[config.mk]
export PLATFORM = sky130hd
export DESIGN_NAME = if_id_stage_flat
export DESIGN_NICKNAME = d
export VERILOG_FILES = /design/src/rtl/if_id_stage_if.sv /design/src/rtl/if_id_stage.sv /design/src/flat_wrapper.sv
export SDC_FILE = /design/constraint.sdc
export NUM_CORES = 1
export LEC_CHECK = 0
export ABC_AREA = 0
export BUFFER_PORTS_ARGS = -buffer_cell sky130_fd_sc_hd__buf_4
export CORE_AREA = 10 10 147 149
export CTS_BUF_LIST = sky130_fd_sc_hd__clkbuf_8
export DETAILED_ROUTE_END_ITERATION = 10
export DIE_AREA = 0 0 157 159
export PLACE_DENSITY = 0.81
export SLEW_MARGIN = 20
export SYNTH_ARGS = -nofsm -noshare
export SYNTH_HDL_FRONTEND = slang
export SYNTH_SLANG_ARGS = --single-unit
[constraint.sdc]
create_clock -name clk -period 6.15 [get_ports clk]
set_clock_uncertainty 0.2 [all_clocks]
set_input_delay 1.23 -clock clk [delete_from_list [all_inputs] [get_ports clk]]
set_output_delay 1.23 -clock clk [all_outputs]
set_load 0.005 [all_outputs]
[src/rtl/if_id_stage_if.sv]
// rtl/if_id_stage_if.sv - instruction-memory request/response bundle between the fetch stage and imem
interface if_id_stage_if;
    logic        imem_req;
    logic [31:0] imem_addr;
    logic        imem_ack;
    logic [63:0] imem_rdata;

    // Fetch stage drives the request; memory returns ack/data
    modport master (
        output imem_req,
        output imem_addr,
        input  imem_ack,
        input  imem_rdata
    );

    modport slave (
        input  imem_req,
        input  imem_addr,
        output imem_ack,
        output imem_rdata
    );
endinterface

[src/rtl/if_id_stage.sv]
// rtl/if_id_stage.sv - VLIW fetch stage with IF/ID pipeline register, skid buffer and redirect drain
module if_id_stage #(
    parameter logic [31:0] RESET_PC   = 32'h0000_0000,
    parameter logic [63:0] NOP_BUNDLE = 64'h0
) (
    input  logic          clk,
    input  logic          reset,
    input  logic          pc_write,
    input  logic          if_id_write,
    input  logic          branch_taken,
    input  logic [31:0]   branch_target,
    if_id_stage_if.master imem,
    output logic [31:0]   if_id_pc,
    output logic [63:0]   if_id_instr,
    output logic          if_id_valid
);
    typedef enum logic [1:0] {FETCH, HOLD, DRAIN} state_t;

    state_t      state_q, state_d;
    logic [31:0] pc_q, pc_d;
    logic [31:0] drain_addr_q, drain_addr_d;
    logic [63:0] skid_data_q, skid_data_d;
    logic [31:0] if_id_pc_q, if_id_pc_d;
    logic [63:0] if_id_instr_q, if_id_instr_d;
    logic        if_id_valid_q, if_id_valid_d;
    logic        outstanding_q, outstanding_d;

    logic        req;
    logic [31:0] addr;
    logic        ack;
    logic        advance;

    // Request side: a raised request is held at a fixed address until acked; DRAIN keeps the pre-redirect address
    always_comb begin
        req  = 1'b0;
        addr = pc_q;
        case (state_q)
            FETCH: req = pc_write | outstanding_q;
            HOLD:  req = 1'b0;
            DRAIN: begin
                req  = 1'b1;
                addr = drain_addr_q;
            end
            default: req = 1'b0;
        endcase
        if (reset) begin
            req = 1'b0;
        end
    end

    assign imem.imem_req  = req;
    assign imem.imem_addr = addr;
    assign ack            = req & imem.imem_ack;
    assign advance        = pc_write & if_id_write;

    // Next-state: redirect overrides stalls; otherwise fetch, skid-hold or drain the abandoned request
    always_comb begin
        state_d       = state_q;
        pc_d          = pc_q;
        drain_addr_d  = drain_addr_q;
        skid_data_d   = skid_data_q;
        if_id_pc_d    = if_id_pc_q;
        if_id_instr_d = if_id_instr_q;
        if_id_valid_d = if_id_valid_q;
        outstanding_d = req & ~imem.imem_ack;

        if (branch_taken) begin
            pc_d          = branch_target & 32'hFFFF_FFF8;
            if_id_valid_d = 1'b0;
            if_id_instr_d = NOP_BUNDLE;
            if (req && !ack) begin
                state_d = DRAIN;
                if (state_q == FETCH) begin
                    drain_addr_d = pc_q;
                end
            end else begin
                state_d = FETCH;
            end
        end else begin
            case (state_q)
                FETCH: begin
                    if (ack && advance) begin
                        if_id_pc_d    = pc_q;
                        if_id_instr_d = imem.imem_rdata;
                        if_id_valid_d = 1'b1;
                        pc_d          = pc_q + 32'd8;
                    end else begin
                        if (ack) begin
                            // Bundle arrived during a stall: park it; pc_q still names it
                            skid_data_d = imem.imem_rdata;
                            state_d     = HOLD;
                        end
                        if (if_id_write) begin
                            if_id_valid_d = 1'b0;
                            if_id_instr_d = NOP_BUNDLE;
                        end
                    end
                end
                HOLD: begin
                    // IF/ID is left untouched until the stall releases both enables
                    if (advance) begin
                        if_id_pc_d    = pc_q;
                        if_id_instr_d = skid_data_q;
                        if_id_valid_d = 1'b1;
                        pc_d          = pc_q + 32'd8;
                        state_d       = FETCH;
                    end
                end
                DRAIN: begin
                    if (ack) begin
                        state_d = FETCH;
                    end
                    if (if_id_write) begin
                        if_id_valid_d = 1'b0;
                        if_id_instr_d = NOP_BUNDLE;
                    end
                end
                default: state_d = FETCH;
            endcase
        end
    end

    // State and pipeline registers with synchronous reset taking priority over everything
    always_ff @(posedge clk) begin
        if (reset) begin
            state_q       <= FETCH;
            pc_q          <= RESET_PC;
            drain_addr_q  <= 32'h0;
            skid_data_q   <= 64'h0;
            if_id_pc_q    <= 32'h0;
            if_id_instr_q <= NOP_BUNDLE;
            if_id_valid_q <= 1'b0;
            outstanding_q <= 1'b0;
        end else begin
            state_q       <= state_d;
            pc_q          <= pc_d;
            drain_addr_q  <= drain_addr_d;
            skid_data_q   <= skid_data_d;
            if_id_pc_q    <= if_id_pc_d;
            if_id_instr_q <= if_id_instr_d;
            if_id_valid_q <= if_id_valid_d;
            outstanding_q <= outstanding_d;
        end
    end

    assign if_id_pc    = if_id_pc_q;
    assign if_id_instr = if_id_instr_q;
    assign if_id_valid = if_id_valid_q;
endmodule

[src/flat_wrapper.sv]
// flat-port wrapper written by rule: the top's interface ports become plain ports
module if_id_stage_flat 
#(
    parameter logic [31:0] RESET_PC   = 32'h0000_0000,
    parameter logic [63:0] NOP_BUNDLE = 64'h0
)
  (clk, reset, pc_write, if_id_write, branch_taken, branch_target, if_id_pc, if_id_instr, if_id_valid, imem_imem_req, imem_imem_addr, imem_imem_ack, imem_imem_rdata);
  if_id_stage_if imem_i ();
  input  logic clk;
  input  logic reset;
  input  logic pc_write;
  input  logic if_id_write;
  input  logic branch_taken;
  input  logic [31:0] branch_target;
  output logic [31:0] if_id_pc;
  output logic [63:0] if_id_instr;
  output logic if_id_valid;
  output wire logic [$bits(imem_i.imem_req)-1:0] imem_imem_req;
  output wire logic [$bits(imem_i.imem_addr)-1:0] imem_imem_addr;
  input wire logic [$bits(imem_i.imem_ack)-1:0] imem_imem_ack;
  input wire logic [$bits(imem_i.imem_rdata)-1:0] imem_imem_rdata;
  assign imem_imem_req = imem_i.imem_req;
  assign imem_imem_addr = imem_i.imem_addr;
  assign imem_i.imem_ack = imem_imem_ack;
  assign imem_i.imem_rdata = imem_imem_rdata;
  if_id_stage #(.RESET_PC(RESET_PC), .NOP_BUNDLE(NOP_BUNDLE)) u_core (.clk(clk), .reset(reset), .pc_write(pc_write), .if_id_write(if_id_write), .branch_taken(branch_taken), .branch_target(branch_target), .imem(imem_i), .if_id_pc(if_id_pc), .if_id_instr(if_id_instr), .if_id_valid(if_id_valid));
endmodule
# [After elaboration in Yosys (flattened, before gate mapping)]
# Cells that the tools add are included.
[totals] output_inout_bits=130 register_bits=228 inputBits=102 wordCells=66
[op_classes] bitwise_logic=7 mux=25 n_reduce_logical=15 add_sub_neg=1 n_eq_ne=9
[op_table] operator="$mux W32" count=6
[op_table] operator="$mux W64" count=3
[op_table] operator="$pmux W64 S3" count=1
[op_table] operator="$pmux W32 S2" count=2
[op_table] operator="$add A32 B4 Y32 const B" count=1
[op_table] operator="$mux W2" count=6
[op_table] operator="$reduce_and A4 Y1" count=3
[op_table] operator="$ne A3 B2 Y1 const B" count=3
[op_table] operator="$reduce_and A3 Y1" count=3
[op_table] operator="$ne A3 B3 Y1 const B" count=2
[op_table] operator="$pmux W2 S3" count=1
[op_table] operator="$reduce_bool A3 Y1" count=2
[op_table] operator="$mux W1" count=4
[op_table] operator="$and A1 B1 Y1" count=3
[op_table] operator="$not A1 Y1" count=3
[op_table] operator="$pmux W1 S3" count=1
[op_table] operator="$eq A2 B1 Y1 const B" count=1
[op_table] operator="$eq A2 B2 Y1 const B" count=1
[op_table] operator="$logic_and A1 B1 Y1" count=2
[op_table] operator="$logic_not A2 Y1" count=1
[op_table] operator="$ne A2 B1 Y1 const B" count=1
[op_table] operator="$ne A2 B2 Y1 const B" count=1
[op_table] operator="$pmux W1 S2" count=1
[op_table] operator="$reduce_and A2 Y1" count=1
[op_table] operator="other kinds (4)" count=4

# [Logic depth before layout (Yosys ltp)]
# Gate-level depths: netlist (run 1).
[depth] depth_word=8 ltp_mapped=10 depth_no_buf=7

# [Worst setup path after synthesis (run 1)]
# Ideal clock, no wire load.
[synth_timing] kind="input to output" from="input port pc_write" to="output port imem_imem_req" path_buffers=0 arrival_time_ns=1.612 setup_slack_ns=3.108 t_required_ns=4.720 stages=2 path_cell_list="o211ai_1 -> a21oi_1"
[synth_via] elab_chain_cells=3
[synth_rtl] item="start, declared" line_no="flat_wrapper.sv:11" source="input logic pc_write;"
[synth_rtl] item="$or A1 B1 Y1" line_no="if_id_stage.sv:38" source="FETCH: req = pc_write | outstanding_q;"
[synth_rtl] item="$pmux W1 S2" line_no="if_id_stage.sv:37" source="case (state_q)"
[synth_rtl] item="$mux W1" line_no="if_id_stage.sv:46" source="if (reset) begin"
[synth_rtl] item="end, declared" line_no="flat_wrapper.sv:18" source="output wire logic [$bits(imem_i.imem_req)-1:0] imem_imem_req;"
# Every way passes these cells.

# [Worst setup path in the final report (run 1)]
[layout_timing] from="register u_core.state_q[0]" to="output port imem_imem_addr[19]"
[layout_via] elab_chain_cells=2
[layout_rtl] item="start, declared" line_no="if_id_stage.sv:19" source="state_t state_q, state_d;"
[layout_rtl] item="start signal, assigned" line_no="if_id_stage.sv:135" source="state_q <= state_d;"
[layout_rtl] item="$eq A2 B2 Y1" line_no="if_id_stage.sv:37"
[layout_rtl] item="$mux W32" line_no="if_id_stage.sv:37"
[layout_rtl] item="end, declared" line_no="flat_wrapper.sv:19" source="output wire logic [$bits(imem_i.imem_addr)-1:0] imem_imem_addr;"
# Every way passes these cells.

==> metrics.md, run 1 <==
| Metric | Value |
|---|---|
| GRT Overall Usage | `23.4%` |
| Kind of critical path | `reg -> out` |
| R2r startpoint | `u_core.state_q[1]` |
| Routed Antenna Nets | `0` |
| Post-synth EDFFs | `0` |
| DIE AREA | `25000 um^2` |
| Top FF cell, synth | `dfxtp_1` |
| DIE HEIGHT | `~160 um` |
| Root Driver | `clkbuf_8` |
| Synth top area share | `between 40% and 50%` |
| Synth Instances | `1245` |
| Setup Buffers After CTS | `0` |
| DRC | `0` |
| CTS Buf Count | `39` |
| PortBufs | `about 220` |
| Fmax | `between 0.2 and 0.25 GHz` |
| Antenna violations before repair | `1` |
| Crit. Startpoint | `u_core.state_q[0]` |
| Final setup fails | `0` |
| Yosys warns | `0` |
| Placer Congestion | `roughly 0.80` |
| DRT iter0 DRCs | `between 800 and 900` |
| Final hold vios | `0` |
| Sum Neg Setup Slack | `0 ns` |
| CP Buf/Inv Count | `3` |
| Hpwl dp | `between 15 and 20 mm` |
| Reg2Reg Setup Slack | `2.53 ns` |
| Asr flop ratio synth | `0%` |
| Fillers | `1536` |
| DRT Pass-1 Iters | `5` |
| Routed vias/inst | `5.93` |
| Hold path endpoint | `u_core.skid_data_q[56]` |
| CP Cell Sequence | `inv_1 > ha_1 > buf_4 > mux2_2 > buf_4` |
| Synthesized flop and latch total | `between 200 and 250` |
| Synth area leader | `dfxtp_1` |
| I/O Pins | `roughly 230` |
| Drt total wl | `roughly 31 mm` |
| Arr. time, crit path | `roughly 2.7 ns` |
| Hold Buf Count CTS | `0` |
| Power Density | `258 nW/um^2` |
| Synth top area cells | `dfxtp_1 (43%), nand2_1 (9.7%), a21oi_1 (8.1%)` |
| GRT Residual Overflow | `0` |
| Routed via count | `between 9000 and 10000` |
| Effective utilization at floorplan | `roughly 55%` |
| Count leader, synth | `nand2_1` |
| Final critical-path share of the clock period | `66.8%` |
| WHS Path Cells | `2` |
| Via count of the first global-routing pass | `9729` |
| CP endpoint kind | `output port` |
| Slew at the pin with the worst max-slew slack | `1.05 ns` |
| Nets@finish | `roughly 1500` |
| Max Cap Viol | `0` |
| Largest net degree at the start of global routing | `95` |
| Final core occ | `around 67%` |
| R2r worst-path depth | `8` |
| Unique masters post-synth | `51` |
| CP max stage delay | `between 0.7 and 0.8 ns` |
| Final WS setup | `approximately 2.0 ns` |
| Proportion of layout cells with a drive suffix above 1 | `a little under a quarter` |
| Crit path max-delay family | `adder cells` |
| Critical R2R Capture | `u_core.if_id_instr[55]` |
| Slew margin rel. | `between 30% and 40%` |
| Worst-path clk slew | `0.06 ns` |
| CP required | `4.72 ns` |
| First-pass GRT wire length | `slightly below 50 mm` |
| Die W | `roughly 160 um` |
| # resized after CTS | `0` |
| Max clock buf depth | `3` |
| Rows | `50` |
| H-tree levels | `2` |
| Worst Hold Class | `reg -> reg` |
| Slowest cell on the critical path | `ha_1` |
| Cell area after synthesis | `10200 um^2` |
| Pre-CTS WS | `~1.9 ns` |
| Cell mode on critical path | `buf_4` |
| Clk sink count | `around 220` |
| WL/cell | `around 19 um` |
| Leak | `between 4 and 5 nW` |
| Worst Setup Start Kind | `register` |
| Clock period minus worst slack | `4.11 ns` |
| Pwr Total | `approximately 0.0032 W` |
| Crit path max fanout | `18` |
| Core area | `about 19000 um^2` |
| CTS tree | `yes` |
| Latest clock arrival within the worst-skew pair | `roughly 0.54 ns` |
| RSZ-0062 raised after global routing | `no` |
| Top cells by count, synth | `nand2_1 (264), dfxtp_1 (219), a21oi_1 (164), nor2_1 (124), clkbuf_1 (88)` |
| Peak supply drop | `~0.00017 V` |
| Status | `completed` |
| Register area share after synthesis | `a little over two fifths` |
| Synthesized area per cell | `8.16 um^2` |
| Launch point of the worst hold path | `u_core.skid_data_q[56]` |
| Final slew viol count | `0` |
| Syn-to-layout area delta | `22.3%` |
-- kinds of logic after synthesis --
logic type / Yosys count / synth area share, %
muxes: 58 / 6.06
DFF: 219 / 43.1
AOI/OAI and AO/OA: 343 / 22.9
and+or+nand+nor: 457 / 19.0
other: 1 / 0.0369
adders and majority gates: 6 / 0.739
buffers and inverters: 136 / 5.93
xor gates and xnor gates: 25 / 2.15
-- worst min-delay path, stage by stage (launching register included) --
cell and delay [ns]:
dfxtp_1 0.31, nand2_1 0.05, a21oi_1 0.05
-- worst max-delay path by stage --
stage | end | cells after the start
2_1_floorplan | imem_imem_req | 2
3_5_place_dp | u_core.if_id_pc[31] | 7
3_3_place_gp | u_core.if_id_pc[7] | 7
6_report | imem_imem_addr[19] | 5
4_1_cts | imem_imem_addr[24] | 5
5_1_grt | imem_imem_addr[26] | 5
-- layer usage --
layer  vias up  part of all wire (%)  track usage (%)
met3        69                   8.2             6.15
met4         0                   3.1             9.87
met2       391                    47             37.7
met5         -                     0                0
li1       4675                     -                -
met1      4682                    42             28.9
-- final cells by class --
type | count | area (um^2) | area share, %
Clock buffer | 45 | 619 | 4.98
Sequential cell | 219 | 4380 | 35.3
Tap cell | 234 | 293 | 2.35
Inverter | 8 | 30.0 | 0.241
Multi-Input combinational cell | 895 | 5250 | 42.2
Clock inverter | 16 | 70.1 | 0.563
Timing Repair Buffer | 237 | 1790 | 14.4
Antenna cell | 1 | 2.50 | 0.0201
-- layout by cell type, fill, tap and decap left out, drive strengths merged, types with 2 or more instances in the layout --
| cell | instances |
|---|---|
| nand2 | 264 |
| buf | 237 |
| dfxtp | 219 |
| a21oi | 164 |
| nor2 | 124 |
| a221o | 64 |
| a22oi | 64 |
| clkbuf | 45 |
| mux2i | 30 |
| mux2 | 28 |
| a211oi | 26 |
| inv | 24 |
| nand4 | 17 |
| xor2 | 16 |
| nand3 | 13 |
| xnor2 | 9 |
| o21ai | 8 |
| nor3 | 7 |
| and3 | 7 |
| and2 | 6 |
| conb | 6 |
| ha | 6 |
| nor4 | 5 |
| and4 | 4 |
| o21bai | 4 |
| or3 | 3 |
| a31oi | 3 |
| o22ai | 2 |
| o21a | 2 |
| nand4b | 2 |
| nand2b | 2 |
-- per-stage QoR --
| stage | hold WS (ns) | cells | area (um^2) |
|---|---|---|---|
| finish | 0.254 | 1655 | 12400 |
| detailed placement | 0.247 | 1593 | 11700 |
| global route | 0.267 | 1655 | 12400 |
| global placement | 0.238 | 1593 | 11700 |
| CTS | 0.254 | 1654 | 12400 |
| floorplan | 0.233 | 1250 | 10200 |
-- sequential cells by signal (all words and copies together) (netlist names) --
signal,cells
u_core.drain_addr_q,29
u_core.if_id_instr,64
u_core.if_id_pc,29
u_core.if_id_valid,1
u_core.outstanding_q,1
u_core.pc_q,29
u_core.skid_data_q,64
u_core.state_q,2
-- where the power goes --
group          leakage, nW  internal (W)  switching, W
registers             1.78       0.00147     0.0000480
logic                 2.53      0.000209      0.000244
clock network        0.407      0.000659      0.000577
Power figures use the tool's default switching activity.
==> run 2: changes to the inputs <==
- clock period: 6.15 -> 3.9 ns (I/O delays scaled with it)
==> metrics.md, run 2 (synthesis results as in run 1) <==
| Metric | Value |
|---|---|
| # resized after CTS | `0` |
| Routed via count | `approximately 9900` |
| Die W | `between 150 and 200 um` |
| Fmax | `about 0.32 GHz` |
| DIE AREA | `25000 um^2` |
| Kind of critical path | `reg -> out` |
| Largest net degree at the start of global routing | `74` |
| Nets@finish | `approximately 1500` |
| CTS Buf Count | `38` |
| Setup Buffers After CTS | `0` |
| Status | `completed` |
| First-pass GRT wire length | `49.4 mm` |
| Worst-path clk slew | `about 0.06 ns` |
| Ant. Diodes | `0` |
| Routed Antenna Nets | `0` |
| Final critical-path share of the clock period | `about 80%` |
| Switching pwr | `around 0.0014 W` |
| CP required | `a little under 3 ns` |
| Max clock buf depth | `3` |
| DRC | `0` |
| Core area | `about 19000 um^2` |
| Final slew viol count | `0` |
| Int Power | `around 0.0039 W` |
| GRT Overall Usage | `approximately a quarter` |
| Max Cap Viol | `0` |
| Clock period minus worst slack | `3.09 ns` |
| Clock Power Share | `40.9%` |
| Crit path max fanout | `18` |
| Arr. time, crit path | `around 2.1 ns` |
| CP Cell Sequence | `inv_1 > ha_1 > buf_4 > inv_1 > a21oi_1 > buf_4` |
| CP endpoint kind | `output port` |
| Fillers | `1500` |
| R2r worst-path depth | `9` |
| Worst Hold Class | `reg -> reg` |
| Syn-to-layout area delta | `24.1%` |
| Effective utilization at floorplan | `between 50% and 60%` |
| WL/cell | `18.6 um` |
| Final setup fails | `0` |
| DRT Pass-1 Iters | `5` |
| Clk sink count | `approximately 220` |
| Final hold vios | `0` |
| Worst Setup Start Kind | `register` |
| DRT iter0 DRCs | `just over 800` |
| Sw Share | `26.8%` |
| CP max stage delay | `between 0.3 and 0.4 ns` |
| PortBufs | `222` |
| Drt total wl | `between 30 and 40 mm` |
| Most frequent cells in the layout | `nand2_1 (264), buf_4 (238), dfxtp_1 (219)` |
| Reg power frac | `45.3%` |
| RSZ-0062 raised after global routing | `no` |
| Commonest non-fill, non-tap cell in the layout | `nand2_1` |
| Hold Buf Count CTS | `0` |
| Slew at the pin with the worst max-slew slack | `~0.80 ns` |
| Antenna violations before repair | `0` |
| GRT Residual Overflow | `0` |
| Peak supply drop | `0.000277 V` |
| Via count of the first global-routing pass | `a little under 10000` |
| H-tree levels | `2` |
| Sum Neg Setup Slack | `0 ns` |
| Slew margin rel. | `46.7%` |
| Placer Congestion | `between 0.8 and 0.9` |
| Slowest cell on the critical path | `dfxtp_1` |
| Min Hold Slack | `0.250 ns` |
| Rows | `50` |
| Hpwl dp | `just under 20 mm` |
| CTS tree | `yes` |
| Latest clock arrival within the worst-skew pair | `0.51 ns` |
| Leak | `around 4.8 nW` |
| Routed vias/inst | `5.92` |
| WHS Path Cells | `2` |
| Power Density | `about 420 nW/um^2` |
| Root Driver | `clkbuf_8` |
| Comb pwr share | `around 14%` |
| Proportion of layout cells with a drive suffix above 1 | `~25%` |
| I/O Pins | `between 200 and 250` |
| DIE HEIGHT | `around 160 um` |
[run 2: final cells by class]
cell class                      count  area, um^2  share of cell area [%]
Inverter                            8        30.0                   0.238
Sequential cell                   219        4380                    34.8
Timing Repair Buffer              242        1870                    14.8
Tap cell                          234         293                    2.32
Multi-Input combinational cell    895        5240                    41.6
Clock buffer                       53         729                    5.78
Clock inverter                     16        68.8                   0.545
[run 2: layer usage]
| metal | share of wire, % | wire, um | vias to the layer above | GRT usage, % |
|---|---|---|---|---|
| met4 | 2.4 | 756 | 0 | 8.45 |
| met1 | 41 | 12600 | 4701 | 29.0 |
| li1 | - | - | 4694 | - |
| met2 | 48 | 14800 | 415 | 37.9 |
| met3 | 9.0 | 2790 | 61 | 6.34 |
| met5 | 0 | 0 | - | 0 |
[run 2: power groups by stage]
stage          logic, W  clock network [W]  registers, W
3_5_place_dp   0.000719                  0       0.00243
6_report       0.000727            0.00215       0.00239
3_3_place_gp   0.000706                  0       0.00243
2_1_floorplan  0.000457                  0       0.00240
4_1_cts        0.000724            0.00219       0.00238
5_1_grt        0.000797            0.00229       0.00239
[run 2: worst paths after layout]
path / endpoint / start / slack, ns
worst max-delay path: imem_imem_req / u_core.state_q[0] / 0.81
worst min-delay path: u_core.drain_addr_q[6] / u_core.drain_addr_q[6] / 0.25
worst max register to register: u_core.skid_data_q[43] / u_core.state_q[0] / 1.08
worst min register to register: u_core.drain_addr_q[6] / u_core.drain_addr_q[6] / 0.25
[run 2: per-stage QoR]
step | utilization [%] | cell area, um^2 | worst slack (ns) | total power [W] | instances
after global placement | 63.6 | 11800 | 0.800 | 0.00313 | 1598
after global routing | 67.9 | 12600 | 0.651 | 0.00548 | 1667
after CTS | 67.9 | 12600 | 0.794 | 0.00530 | 1667
final | 67.9 | 12600 | 0.808 | 0.00527 | 1667
after floorplan | - | 10200 | 1.51 | 0.00286 | 1250
after detailed placement | 63.6 | 11800 | 0.735 | 0.00315 | 1598
[run 2: critical path, delay by kind of cell, from the launching register on]
family / cells / cell delay [ns]
adders and majority gates: 1 / 0.22
AOI/OAI and AO/OA: 1 / 0.27
DFF: 1 / 0.34
buffers and inverters: 4 / 0.78
==> run 3: changes to the inputs <==
- clock period: 3.9 -> 3.1 ns (I/O delays scaled with it)
==> metrics.md, run 3 (synthesis results as in run 1) <==
| Metric | Value |
|---|---|
| Sw Share | `between 20% and 30%` |
| Final WS setup | `approximately 0.17 ns` |
| DRT Pass-1 Iters | `5` |
| Switching pwr | `0.00172 W` |
| Launch point of the worst hold path | `imem_imem_ack` |
| DIE AREA | `approximately 25000 um^2` |
| Power Density | `511 nW/um^2` |
| Proportion of layout cells with a drive suffix above 1 | `between 20% and 30%` |
| Leak | `between 4 and 5 nW` |
| Die W | `around 160 um` |
| Commonest non-fill, non-tap cell in the layout | `nand2_1` |
| Critical R2R Capture | `u_core.skid_data_q[63]` |
| Largest net degree at the start of global routing | `approximately 160` |
| First-pass GRT wire length | `between 40 and 50 mm` |
| Crit. Startpoint | `u_core.state_q[0]` |
| Most frequent cells in the layout | `nand2_1 (264), buf_4 (235), dfxtp_1 (219)` |
| Status | `completed` |
| Routed vias/inst | `about 5.9` |
| Syn-to-layout area delta | `23.8%` |
| Kind of critical path | `reg -> out` |
| Placer Congestion | `a little over 0.8` |
| # resized after CTS | `0` |
| Max clock buf depth | `3` |
| Slew at the pin with the worst max-slew slack | `between 0.8 and 0.9 ns` |
| CP required | `2.28 ns` |
| CP max stage delay | `roughly 0.39 ns` |
| Final setup fails | `0` |
| Routed via count | `roughly 9800` |
| Comb pwr share | `between 10 and 15%` |
| Worst Setup Start Kind | `register` |
| Sum Neg Setup Slack | `0 ns` |
| Fmax | `about 0.34 GHz` |
| GRT Residual Overflow | `0` |
| Antenna violations before repair | `1` |
| CP Cell Sequence | `inv_1 > ha_1 > buf_4 > mux2_2 > buf_4` |
| Reg power frac | `46.7%` |
| CP endpoint kind | `output port` |
| Clock period minus worst slack | `about 3 ns` |
| DRT iter0 DRCs | `925` |
| DIE HEIGHT | `approximately 160 um` |
| Drt total wl | `~30 mm` |
| I/O Pins | `~230` |
| Setup Buffers After CTS | `0` |
| WL/cell | `about 19 um` |
| H-tree levels | `2` |
| Cell mode on critical path | `buf_4` |
| Pre-CTS WS | `~0.35 ns` |
| Arr. time, crit path | `2.11 ns` |
| Slowest cell on the critical path | `mux2_2` |
| Reg2Reg Setup Slack | `0.29 ns` |
| PortBufs | `~220` |
| Routed Antenna Nets | `0` |
| Max Cap Viol | `0` |
| Slew margin rel. | `between 40% and 50%` |
| Worst-path clk slew | `0.06 ns` |
| CTS Buf Count | `38` |
| Hpwl dp | `roughly 19 mm` |
| Rows | `50` |
| Clock Power Share | `about two fifths` |
| Core area | `approximately 19000 um^2` |
| Final slew viol count | `0` |
| Crit path max fanout | `19` |
| Critical Path End | `imem_imem_addr[30]` |
| Root Driver | `clkbuf_8` |
| Hold Buf Count CTS | `0` |
| Worst Hold Class | `in -> reg` |
| R2r startpoint | `u_core.state_q[0]` |
| Clk sink count | `between 200 and 250` |
| Placed standard-cell area | `11900 um^2` |
| Final hold vios | `0` |
| DRC | `0` |
| RSZ-0062 raised after global routing | `no` |
| CTS tree | `yes` |
| GRT Overall Usage | `around a quarter` |
| Final critical-path share of the clock period | `a little over nine tenths` |
| Via count of the first global-routing pass | `between 9000 and 10000` |
| Latest clock arrival within the worst-skew pair | `~0.54 ns` |
| Effective utilization at floorplan | `approximately 55%` |
| Peak supply drop | `roughly 0.0003 V` |
| R2r worst-path depth | `8` |
| Final Cell Area | `between 10000 and 15000 um^2` |
| Nets@finish | `~1500` |
| Int Power | `about 0.0047 W` |
==> run 3: cell types whose count changed in the layout (fill, tap and decap cells not counted) <==
cell	delta
clkbuf_8	-9
inv_6	+2
diode_2	+1
inv_1	+3
buf_4	-3
bufinv_16	+1
clkinv_2	-6
buf_12	+4
==> run 3: through the flow <==
| step | power (W) | hold WS [ns] | cells | util, % |
|---|---|---|---|---|
| 6_report | 0.00642 | 0.116 | 1660 | 67.7 |
| 3_5_place_dp | 0.00397 | 0.247 | 1599 | 63.9 |
| 5_1_grt | 0.00669 | 0.108 | 1660 | 67.7 |
| 3_3_place_gp | 0.00395 | 0.238 | 1599 | 63.9 |
| 2_1_floorplan | 0.00360 | 0.233 | 1250 | - |
| 4_1_cts | 0.00646 | 0.0882 | 1659 | 67.7 |
==> run 3: worst min path at each step <==
stage / to / slack, ns / cells after the start
2_1_floorplan: u_core.drain_addr_q[10] / 0.23 / 2
3_3_place_gp: u_core.drain_addr_q[6] / 0.24 / 2
4_1_cts: u_core.outstanding_q / 0.09 / 2
3_5_place_dp: u_core.skid_data_q[7] / 0.25 / 2
5_1_grt: u_core.outstanding_q / 0.11 / 2
6_report: u_core.outstanding_q / 0.12 / 2
==> run 3: layer usage <==
layer  GRT usage (%)  up-vias  share of wire, %
li1                -     4693                 -
met1            29.8     4640                40
met5               0        -                 0
met4            9.44        0               2.7
met3            6.10       57               9.8
met2            36.9      439                47
==> run 3: layout make-up <==
class | count | area, um^2
multi-input combinational | 895 | 5240
inverter | 8 | 30.0
timing repair buffer | 243 | 1920
sequential | 219 | 4380
antenna | 1 | 2.50
tap | 234 | 293
clock buffer | 44 | 606
clock inverter | 16 | 97.6
fill | 1513 | 6000
==> run 3: worst max-delay path: cells and delay by family (launching register included) <==
| kind | cells | cell delay [ns] |
|---|---|---|
| buffers and inverters | 3 | 0.60 |
| adder cells (fa/ha/maj) | 1 | 0.25 |
| multiplexers | 1 | 0.39 |
| flip-flops | 1 | 0.34 |
==> run 3: power by group through the flow <==
stage / Sequential, W / Clock (W) / Combinational, W
floorplan: 0.00302 / 0 / 0.000575
global placement: 0.00305 / 0 / 0.000895
detailed placement: 0.00306 / 0 / 0.000909
CTS: 0.00300 / 0.00254 / 0.000916
global route: 0.00301 / 0.00267 / 0.00101
finish: 0.00300 / 0.00250 / 0.000920
